**src/rtl/c2_serial_subtractor.sv**
```systemverilog
// c2_serial_subtractor: bit-serial two's-complement subtractor, LSB-first, {borrow_out, i1-i2}
module c2_serial_subtractor #(
  parameter int size = 5
) (
  input  logic            clk,
  input  logic            rst,
  input  logic            start,
  input  logic [size-1:0] i1,
  input  logic [size-1:0] i2,
  output logic            busy,
  output logic            done,
  output logic [size:0]   o
);
  localparam int cw = $clog2(size);
  typedef enum logic [1:0] {idle, run, fin} state_t;
  state_t state, state_n;
  logic [size-1:0] a, b, diff;
  logic [cw-1:0] cnt;
  logic borrow, borrow_n, d, last, accept;
  always_comb begin
    d = a[0] ^ b[0] ^ borrow;
    borrow_n = (~a[0] & b[0]) | (~(a[0] ^ b[0]) & borrow);
    last = cnt == cw'(size - 1);
    accept = state != run && start;
  end
  always_ff @(posedge clk)
    state <= rst ? idle : state_n;
  always_comb
    state_n = state == run ? (last ? fin : run) : (start ? run : idle);
  always_comb begin
    busy = state == run;
    done = state == fin;
  end
  // o only changes on completion, so the previous result stays visible during RUN
  always_ff @(posedge clk) begin
    if (rst) begin
      a <= '0;
      b <= '0;
      diff <= '0;
      cnt <= '0;
      borrow <= 1'b0;
      o <= '0;
    end else if (accept) begin
      a <= i1;
      b <= i2;
      cnt <= '0;
      borrow <= 1'b0;
    end else if (state == run) begin
      a <= a >> 1;
      b <= b >> 1;
      diff <= {d, diff[size-1:1]};
      borrow <= borrow_n;
      cnt <= cnt + 1'b1;
      if (last) o <= {borrow_n, d, diff[size-1:1]};
    end
  end
endmodule

```
**config.mk**
```make
export PLATFORM = sky130hd
export DESIGN_NAME = c2_serial_subtractor
export DESIGN_NICKNAME = d
export VERILOG_FILES = /design/src/rtl/c2_serial_subtractor.sv
export SDC_FILE = /design/constraint.sdc
export NUM_CORES = 1
export LEC_CHECK = 0
export BUFFER_PORTS_ARGS = -buffer_cell sky130_fd_sc_hd__buf_2
export CELL_PAD_IN_SITES_DETAIL_PLACEMENT = 0
export CELL_PAD_IN_SITES_GLOBAL_PLACEMENT = 1
export CORE_ASPECT_RATIO = 0.9
export CORE_UTILIZATION = 36
export CTS_CLUSTER_DIAMETER = 200
export DETAILED_ROUTE_END_ITERATION = 6
export GPL_TIMING_DRIVEN = 0
export PLACE_DENSITY_LB_ADDON = 0.1
export SLEW_MARGIN = 20
export SYNTH_ARGS = -nofsm -noshare
export SYNTH_HDL_FRONTEND = slang
export SYNTH_SLANG_ARGS = --single-unit
```
**constraint.sdc**
```tcl
create_clock -name clk -period 1.2 [get_ports clk]
set_input_delay 0.06 -clock clk [delete_from_list [all_inputs] [get_ports clk]]
set_output_delay 0.06 -clock clk [all_outputs]
set_load 0.01 [all_outputs]
```
==> qor.yml, run 1 <==
yosys:
  synth_xor_xnor_area_share_pct: 0
  syn_nets: 129
  synth-compound-area-share_pct: 11.1
  synth-seq-area-share_pct: 47.9
  ys_types: 22
  synth_warnings: 0
  yosys.area_share.adder_pct: 4.15
  synth_top_family_by_area: "simple AND/OR/NAND/NOR gates"
  synth_simple_gate_area_share_pct: 15.2
  synthMuxAreaShare_pct: 15.2
  synthesis.area_um2: 1090
  synth_seq_cells: 26
  syn_inst: 113
  postSynthAreaPerCell_um2: 9.61
worst_setup_path:
  cp.required_ns: 1.42
  start_kind: "flip-flop"
  crit_path_max_incr_delay_ns: 0.35
  worst-path-buf-inv: 2
  path_max_fanout: 5
  critPathCaptureType: "flip-flop"
  worstPathArrival_ns: 1.51
  crit_family: "flip-flops"
  crit_chain: "inv_2 -> ha_4 -> and4b_1 -> buf_6 -> mux2i_1 -> nor2_1"
  crit_type: "reg -> reg"
  slowest_stage: "dfxtp_2"
floorplan:
  rows: 18
  initial_core_util_pct: 38.6
  die_y_um: 54.1
  coreArea_um2: 2820
  die_x_um: 59.9
  ios: 21
  dieArea_um2: 3240
timing:
  period_needed_ns: 1.29
  fin_crit_sh_pct: 108
  worst_slack_ns: -0.0919
  worstMarginPinSlew_ns: 0.587
  finalSetupTns_ns: -0.561
  fmax_mhz: 774
  finalHoldViolCount: 0
  max_slew_margin_pct: 60.9
  rsz0062_at_grt: "yes"
  finClkSkew_ns: 0.00789
  drv_slew: 0
  setup_violations: 7
clocking:
  clk_pin_slew_ns: 0.15
  cts_root_buffer: "clkbuf_4"
  cts_tree: "yes"
  numCtsBuffers: 3
  hold_buffers: 0
  clock_sinks: 26
  clockBufferDepth: 2
  clk_latency_ns: 0.32
  cts_htree_levels: 1
hold_path:
  hp-class: "in -> reg"
power_and_ir_drop:
  seq_power_share_pct: 52.4
  ir_drop_v: 0.000575
  leakagePower_nw: 0.609
  pwr-share-comb_pct: 13.5
  power_density_nw_per_um2: 1230
  intPower_mw: 1.36
  switching_power_mw: 0.412
  sw_frac_of_total_pct: 23.2
  pwr-share-clk_pct: 34.1
finish:
  antennaDiodeCount: 0
  multi_input_area_um2: 544
  drive_gt1_share_pct: 41.8
  regArea_um2: 529
  fin_nets: 163
  final_cell_mix: "buf_2, dfxtp_1, mux2i_1"
  final_area_um2: 1440
  area_delta_synth_final_pct: 32.9
  fill_cells: 293
route:
  num_vias: 844
  detail_route.wl_per_cell_um: 13.0
  routed_wl_mm: 2.42
  drc: 0
  drt_iter0_drc: 18
  vias_per_cell: 4.54
  dr.pass1.iters: 4
  postRouteAntennaNets: 0
placed_design:
  dp_hpwl_mm: 1.49
  placed_cell_area_um2: 1230
  port_buffers: 18
  place.gp.congestion: 0.668
  preCtsSetupSlack_ns: -0.0764
outcome:
  violations: "setup timing"
  outcome: "complete, but fails checks"
flow_run:
  cap_viol_max_count: 0
grt:
  antenna_found_initial: 0
  grt_pass1_wl_mm: 3.75
  grt_pass1_vias: 778
  grt-ovfl-total: 0
  grt_max_degree: 16
  grt.total_usage_pct: 16.4
-- cell families (layout without fill, tap and decap cells) --
| group | Yosys count | in the layout |
|---|---|---|
| buffers and inverters | 14 | 47 |
| AOI/OAI and AO/OA | 18 | 18 |
| and+or+nand+nor | 36 | 36 |
| adders and majority gates | 3 | 3 |
| DFF | 26 | 26 |
| muxes | 16 | 16 |
-- synth_stat cells --
master    instances  share of area (%)
or3_1             3                1.7
clkbuf_1          4                1.4
and4b_1           1               0.92
a21oi_1           8                3.7
nand2b_1          1               0.58
inv_2             1               0.35
buf_6             1                1.0
nand2_1          10                3.5
buf_4             2                1.4
dfxtp_1          26                 48
a211oi_1          9                6.2
nor2_1           15                5.2
inv_1             4                1.4
mux2i_1          15                 14
nor2b_1           2                1.2
mux2_4            1                1.4
nand2b_2          1               0.81
nor3_1            3                1.4
a211oi_2          1                1.2
ha_1              2                2.3
buf_2             2               0.92
fa_1              1                1.8
-- worst paths after layout --
path	from	cells past startpoint	to	slack (ns)
hold / removal	i2[4]	3	b[4]$_SDFFE_PP0P_	0.03
setup / recovery	cnt[1]$_SDFFE_PP0N_	6	o[0]$_SDFFE_PP0P_	-0.09
hold reg to reg	diff[1]$_SDFFE_PP0P_	2	diff[1]$_SDFFE_PP0P_	0.48
setup reg to reg	cnt[1]$_SDFFE_PP0N_	6	o[0]$_SDFFE_PP0P_	-0.09
-- timing repair --
| item | in CTS | in global routing |
|---|---|---|
| endpoints found under the setup margin | 11 | 13 |
| gates cloned | 1 | 0 |
| buffers inserted | 7 | 3 |
| pin swaps | 3 | 4 |
| gates resized for setup | 13 | 16 |
-- layout make-up --
type	count	share of cell area [%]
buffer	9	4.16
clock buffer	3	1.56
clock inverter	1	2.08
inverter	5	1.47
multi-input combinational	73	37.7
sequential	26	36.7
tap	40	3.47
timing repair buffer	29	12.9
-- state kept, by name, summed over array words and instances, names as in the netlist --
signal  flops
b           5
borrow      1
o           6
diff        4
cnt         3
a           5
state       2
-- per-layer routing --
metal | share of wire [%] | up-vias | GRT usage (%)
li1 | - | 450 | -
met1 | 51 | 381 | 24.0
met2 | 45 | 11 | 23.7
met3 | 2.9 | 2 | 2.40
met4 | 0.62 | 0 | 6.98
met5 | 0 | - | 0
-- metrics by stage --
step | hold WS (ns) | cells | util (%) | power (mW)
finish | 0.0300 | 186 | 51.3 | 1.77
floorplan | 0.255 | 113 | - | 1.07
global route | 0.0406 | 186 | 51.3 | 1.86
global placement | 0.349 | 171 | 43.6 | 1.13
detailed placement | 0.358 | 171 | 43.6 | 1.13
CTS | 0.0176 | 183 | 48.5 | 1.76
-- power by group through the flow --
stage               Sequential [mW]  Combinational (mW)  Clock, mW
global placement              0.943               0.183          0
global route                  0.935               0.262      0.662
floorplan                     0.938               0.132          0
CTS                           0.926               0.219      0.619
detailed placement            0.944               0.187          0
finish                        0.929               0.239      0.605
-- worst reg2reg max path, stage by stage, from the launching register on --
cell and delay [ns]:
dfxtp_2 0.35, inv_2 0.07, ha_4 0.13, and4b_1 0.24, buf_6 0.16, mux2i_1 0.19
nor2_1 0.05
Power figures use the tool's default switching activity.
==> run 2: changes to the inputs <==
CORE_ASPECT_RATIO = 1.5   (was 0.9)
==> run 2 against run 1 <==
The flow finishes with violations (DRC, setup timing). Non-clock buffer count shrank 3. Sequential power barely moved. Global-route usage is 0.41 points lower. Combinational power shrank 8%. Total power decreased by 9.3%. Clock skew decreased by 0.0050 ns. Count of clock-buffer cells in the layout unchanged. Register-to-register slack improved by 0.07 ns.
==> qor.yml, run 2 (synthesis results as in run 1) <==
power_and_ir_drop:
  switching_power_mw: 0.376  # was 0.412 mW
  leakagePower_nw: 0.586  # was 0.609 nW
  power_density_nw_per_um2: 1160  # was 1230 nW/µm²
  sw_frac_of_total_pct: 23.4  # was 23.2%
  total_power_mw: 1.61  # was 1.77 mW
  pwr-share-clk_pct: 28.7  # was 34.1%
  ir_drop_v: 0.000768  # was 0.000575 V
  pwr-share-comb_pct: 13.7  # was 13.5%
  seq_power_share_pct: 57.6  # was 52.4%
  intPower_mw: 1.23  # was 1.36 mW
worst_setup_path:
  cp-startpoint: "cnt[1]$_SDFFE_PP0N_"  # unchanged
  crit_type: "reg -> reg"  # unchanged
  critPathCaptureType: "flip-flop"  # unchanged
  worstPathArrival_ns: 1.36  # was 1.51 ns
  crit_family: "flip-flops"  # unchanged
  cp_num_cells: 6  # unchanged
  crit_path_max_incr_delay_ns: 0.33  # was 0.35 ns
  start_kind: "flip-flop"  # unchanged
  ff2ff_setup_slack_ns: -0.03  # was -0.09 ns
  reg2reg_from: "cnt[1]$_SDFFE_PP0N_"  # unchanged
  worst-path-buf-inv: 2  # unchanged
  cp.required_ns: 1.34  # was 1.42 ns
  path_max_fanout: 5  # unchanged
  rr_endpoint: "o[1]$_SDFFE_PP0P_"  # was o[0]$_SDFFE_PP0P_
  crit_end: "o[1]$_SDFFE_PP0P_"  # was o[0]$_SDFFE_PP0P_
  r2r_cells: 6  # unchanged
  slowest_stage: "dfxtp_2"  # unchanged
  crit_chain: "inv_2 -> ha_4 -> and4b_1 -> buf_6 -> mux2i_1 -> nor2_1"  # unchanged
grt:
  grt_max_degree: 14  # was 16
  grt_pass1_vias: 820  # was 778
  grt_pass1_wl_mm: 3.85  # was 3.75 mm
  grt-ovfl-total: 0  # unchanged
  antenna_found_initial: 0  # unchanged
  grt.total_usage_pct: 16.0  # was 16.4%
timing:
  max_slew_margin_pct: 62.3  # was 60.9%
  period_needed_ns: 1.23  # was 1.29 ns
  rsz0062_at_grt: "yes"  # unchanged
  fmax_mhz: 816  # was 774 MHz
  finalHoldViolCount: 0  # unchanged
  setup_violations: 8  # was 7
  fin_crit_sh_pct: 102  # was 108%
  finalSetupTns_ns: -0.121  # was -0.561 ns
  finClkSkew_ns: 0.00288  # was 0.00789 ns
  worstMarginPinSlew_ns: 0.565  # was 0.587 ns
  worst_slack_ns: -0.0258  # was -0.0919 ns
  drv_slew: 0  # unchanged
outcome:
  violations: "DRC, setup timing"  # was setup timing
  outcome: "complete, but fails checks"  # unchanged
finish:
  multi_input_area_um2: 532  # was 544 µm²
  fin_nets: 160  # was 163
  final_area_um2: 1390  # was 1440 µm²
  top_regs: "o (6), a (5), b (5)"  # unchanged
  regArea_um2: 527  # was 529 µm²
  final_cell_mix: "dfxtp_1, buf_2, mux2i_1"  # was buf_2, dfxtp_1, mux2i_1
  regMostFlops: "o"  # unchanged
  area_delta_synth_final_pct: 28.0  # was 32.9%
  fill_cells: 307  # was 293
  antennaDiodeCount: 0  # unchanged
  largest_register_ffs: 6  # unchanged
  final_common_cell: "dfxtp_1"
  drive_gt1_share_pct: 37.3  # was 41.8%
clocking:
  clock_sinks: 26  # unchanged
  clockBufferDepth: 2  # unchanged
  cts_root_buffer: "clkbuf_8"  # was clkbuf_4
  hold_buffers: 0  # unchanged
  cts_htree_levels: 1  # unchanged
  cts_tree: "yes"  # unchanged
  numCtsBuffers: 3  # unchanged
  clk_pin_slew_ns: 0.08  # was 0.15 ns
  clk_latency_ns: 0.26  # was 0.32 ns
placed_design:
  place.gp.congestion: 0.660  # was 0.668
  port_buffers: 18  # unchanged
  dp_hpwl_mm: 1.56  # was 1.49 mm
  placed_cell_area_um2: 1220  # was 1230 µm²
flow_run:
  cap_viol_max_count: 0  # unchanged
floorplan:
  initial_core_util_pct: 37.7  # was 38.6%
  coreArea_um2: 2880  # was 2820 µm²
  rows: 24  # was 18
  ios: 21  # unchanged
  die_x_um: 46.8  # was 59.9 µm
  dieArea_um2: 3240  # about the same
  die_y_um: 69.3  # was 54.1 µm
route:
  drt_iter0_drc: 10  # was 18
  drc: 1  # was 0
  routed_wl_mm: 2.24  # was 2.42 mm
  postRouteAntennaNets: 0  # unchanged
  detail_route.wl_per_cell_um: 12.4  # was 13.0 µm
  dr.pass1.iters: 5  # was 4
  num_vias: 863  # was 844
  vias_per_cell: 4.77  # was 4.54
hold_path:
  hp-class: "in -> reg"  # unchanged
-- run 2: how the worst min path moves through the flow --
stage / from / to / slack, ns / depth (start not counted)
6_report: i1[4] / a[4]$_SDFFE_PP0P_ / 0.08 / 3
5_1_grt: i2[4] / b[4]$_SDFFE_PP0P_ / 0.13 / 3
4_1_cts: i1[4] / a[4]$_SDFFE_PP0P_ / 0.09 / 3
3_5_place_dp: i2[4] / b[4]$_SDFFE_PP0P_ / 0.37 / 3
3_3_place_gp: i1[4] / a[4]$_SDFFE_PP0P_ / 0.36 / 3
2_1_floorplan: i1[4] / a[4]$_SDFFE_PP0P_ / 0.26 / 2
-- run 2: power by group through the flow --
| stage | Sequential [mW] | Clock [mW] | Combinational [mW] |
|---|---|---|---|
| 2_1_floorplan | 0.938 | 0 | 0.132 |
| 3_3_place_gp | 0.943 | 0 | 0.184 |
| 3_5_place_dp | 0.945 | 0 | 0.188 |
| 4_1_cts | 0.925 | 0.479 | 0.217 |
| 5_1_grt | 0.932 | 0.529 | 0.252 |
| 6_report | 0.927 | 0.462 | 0.221 |
-- run 2: final cells by class --
class                   instances  area share [%]
plain buffers                   9            4.77
clock buffers                   3            2.97
multi-input cells              73            38.3
inverters                       5            1.53
repair buffers                 26            11.1
flip-flops and latches         26            37.9
well taps                      39            3.51
-- run 2: timing repair --
item | in CTS | in global routing
resized for setup | 11 | 12
buffers inserted | 6 | 1
gates cloned | 1 | 0
setup endpoints to repair | 12 | 12
pin swaps | 2 | 5
-- run 2: metrics by stage --
| stage | util [%] | hold WS (ns) | std cells | setup WS, ns |
|---|---|---|---|---|
| after CTS | 46.7 | 0.0901 | 180 | -0.0410 |
| after global routing | 48.2 | 0.132 | 181 | -0.126 |
| after floorplan | - | 0.255 | 113 | 0.0378 |
| final | 48.2 | 0.0842 | 181 | -0.0258 |
| after global placement | 42.5 | 0.359 | 170 | -0.0674 |
| after detailed placement | 42.5 | 0.368 | 170 | -0.0882 |
-- run 2: per-layer routing --
| layer | routed length [µm] | up-vias | part of all wire [%] | track usage (%) |
|---|---|---|---|---|
| met3 | 71 | 2 | 3.2 | 2.34 |
| li1 | - | 439 | - | - |
| met4 | 27 | 0 | 1.2 | 4.76 |
| met1 | 987 | 405 | 44 | 21.5 |
| met2 | 1150 | 17 | 52 | 25.6 |
| met5 | 0 | - | 0 | 0 |
-- run 2: worst register-to-register path, stage by stage, from the launching register on --
cell,delay (ns)
dfxtp_2,0.33
inv_2,0.07
ha_4,0.12
and4b_1,0.21
buf_6,0.14
mux2i_1,0.18
nor2_1,0.05
==> run 3: changes to the inputs <==
CORE_UTILIZATION = 40   (was 36)
clock period = 1.4 ns   (was 1.2 ns; I/O delays follow)
==> run 3 against run 2 <==
Wire length decreased by 11%. Non-clock buffer count decreased by 8. Clock power decreased by 35%. The run now ends clean. Largest cell class is now sequential cells. Via count decreased by 3.9%. Total power decreased by 22%. Utilization increased by 1.7 points. Die area decreased by 9.7%. Largest power group unchanged. First-iteration DRC count decreased by 10%. Sequential share of layout area increased by 3.7 points.
==> qor.yml, run 3 (synthesis results as in run 1) <==
finish:
  fill_cells: 256  # was 307
  top_regs: "o (6), a (5), b (5)"  # unchanged
  antennaDiodeCount: 0  # unchanged
  drive_gt1_share_pct: 22.4  # was 37.3%
  regArea_um2: 520  # was 527 µm²
  final_cell_mix: "dfxtp_1, buf_2, mux2i_1, nor2_1, nand2_1"  # was dfxtp_1, buf_2, mux2i_1
  area_delta_synth_final_pct: 15.1  # was 28.0%
  final_common_cell: "dfxtp_1"  # unchanged
  multi_input_area_um2: 495  # was 532 µm²
  fin_util_pct: 49.9  # was 48.2%
  largest_register_ffs: 6  # unchanged
  fin_nets: 152  # was 160
  regMostFlops: "o"  # unchanged
  final_area_um2: 1250  # was 1390 µm²
floorplan:
  ios: 21  # unchanged
  coreArea_um2: 2500  # was 2880 µm²
  die_x_um: 44.5  # was 46.8 µm
  initial_core_util_pct: 43.4  # was 37.7%
  die_y_um: 65.8  # was 69.3 µm
  rows: 22  # was 24
  dieArea_um2: 2930  # was 3240 µm²
timing:
  setup_violations: 0  # was 8
  finalHoldViolCount: 0  # unchanged
  finalSetupTns_ns: 0  # was -0.121 ns
  fmax_mhz: 772
  worstMarginPinSlew_ns: 0.491  # was 0.565 ns
  drv_slew: 0  # unchanged
  max_slew_margin_pct: 67.3  # was 62.3%
  fin_crit_sh_pct: 92.5
  whs_ns: 0.0474  # was 0.0842 ns
  rsz0062_at_grt: "no"  # was yes
  period_needed_ns: 1.30
  finClkSkew_ns: 0.00656  # was 0.00288 ns
placed_design:
  place.gp.congestion: 0.750  # was 0.660
  dp_hpwl_mm: 1.41  # was 1.56 mm
  placed_cell_area_um2: 1220  # about the same
  port_buffers: 18  # unchanged
clocking:
  cts_root_buffer: "clkbuf_4"  # was clkbuf_8
  cts_tree: "yes"  # unchanged
  cts_htree_levels: 1  # unchanged
  clk_pin_slew_ns: 0.12  # was 0.08 ns
  clockBufferDepth: 2  # unchanged
  clk_latency_ns: 0.31  # was 0.26 ns
  clock_sinks: 26  # unchanged
  numCtsBuffers: 3  # unchanged
  cts_setup_buffers: 0  # was 6
worst_setup_path:
  crit_type: "reg -> out"  # was reg -> reg
  start_kind: "flip-flop"  # unchanged
  worst-path-buf-inv: 3  # was 2
  crit_family: "buffers and inverters"  # was flip-flops
  cp.required_ns: 1.33  # was 1.34 ns
  crit_path_max_incr_delay_ns: 0.33  # about the same
  crit_chain: "nand2b_2 -> inv_4 -> buf_6 -> buf_2"  # was inv_2 -> ha_4 -> and4b_1 -> buf_6 -> mux2i_1 -> nor2_1
  path_max_fanout: 10  # was 5
  worstPathArrival_ns: 1.23  # was 1.36 ns
  slowest_stage: "dfxtp_1"  # was dfxtp_2
  critPathCaptureType: "output pin"  # was flip-flop
  ff2ff_setup_slack_ns: 0.12  # was -0.03 ns
grt:
  grt-ovfl-total: 0  # unchanged
  antenna_found_initial: 0  # unchanged
  grt.total_usage_pct: 15.6  # was 16.0%
  grt_max_degree: 14  # unchanged
  grt_pass1_vias: 768  # was 820
  grt_pass1_wl_mm: 3.39  # was 3.85 mm
power_and_ir_drop:
  power_density_nw_per_um2: 1000  # was 1160 nW/µm²
  ir_drop_v: 0.000664  # was 0.000768 V
  total_power_mw: 1.25  # was 1.61 mW
  leakagePower_nw: 0.524  # was 0.586 nW
route:
  routed_wl_mm: 1.99  # was 2.24 mm
  vias_per_cell: 4.88  # was 4.77
  num_vias: 829  # was 863
  postRouteAntennaNets: 0  # unchanged
  drc: 0  # was 1
  dr.pass1.iters: 4  # was 5
  drt_iter0_drc: 9  # was 10
  detail_route.wl_per_cell_um: 11.7  # was 12.4 µm
flow_run:
  cap_viol_max_count: 0  # unchanged
hold_path:
  hp-class: "in -> reg"  # unchanged
outcome:
  outcome: "finished, final reports clean"  # was complete, but fails checks
run 3: tightest hold or removal path, delay by kind of cell:
kind          cells  cell delay (ns)
mux               1             0.06
buf+inv           1             0.08
simple gates      1             0.11
run 3: layout make-up:
cell class / instances / area share, %
well taps: 36 / 3.60
multi-input cells: 73 / 39.6
inverters: 5 / 1.70
clock buffers: 3 / 1.80
repair buffers: 18 / 7.21
plain buffers: 9 / 4.40
flip-flops and latches: 26 / 41.6
run 3: final timing paths:
path / startpoint / end / cells after the start
worst min-delay path: i2[4] / b[4]$_SDFFE_PP0P_ / 3
worst max-delay path: state[1]$_SDFF_PP0_ / busy / 4
worst max register to register: cnt[0]$_SDFFE_PP0N_ / o[2]$_SDFFE_PP0P_ / 6
worst min register to register: diff[1]$_SDFFE_PP0P_ / diff[1]$_SDFFE_PP0P_ / 2
run 3: repair_timing:
item                                    4_1_cts  5_1_grt
endpoints found under the setup margin        0        1
hold buffers                                  0        0
gates resized for setup                       0        2
hold endpoints to repair                      0        0
run 3: per-layer routing:
layer | vias to the layer above | routed length, µm | track usage (%)
met4 | 0 | 45 | 7.95
met5 | - | 0 | 0
met3 | 5 | 51 | 1.91
met1 | 383 | 926 | 20.9
met2 | 14 | 962 | 24.3
li1 | 427 | - | -
run 3: through the flow:
step	cells	worst slack, ns
2_1_floorplan	113	0.238
3_3_place_gp	167	0.132
3_5_place_dp	167	0.119
4_1_cts	170	0.0179
5_1_grt	170	0.0174
6_report	170	0.105
run 3: where the power goes:
| group | switching, mW | leakage [nW] | internal [mW] | total [mW] |
|---|---|---|---|---|
| clock | 0.201 | 0.0138 | 0.101 | 0.302 |
| combinational | 0.0876 | 0.298 | 0.0714 | 0.159 |
| sequential | 0.0184 | 0.212 | 0.773 | 0.792 |
| total | 0.307 | 0.524 | 0.945 | 1.25 |
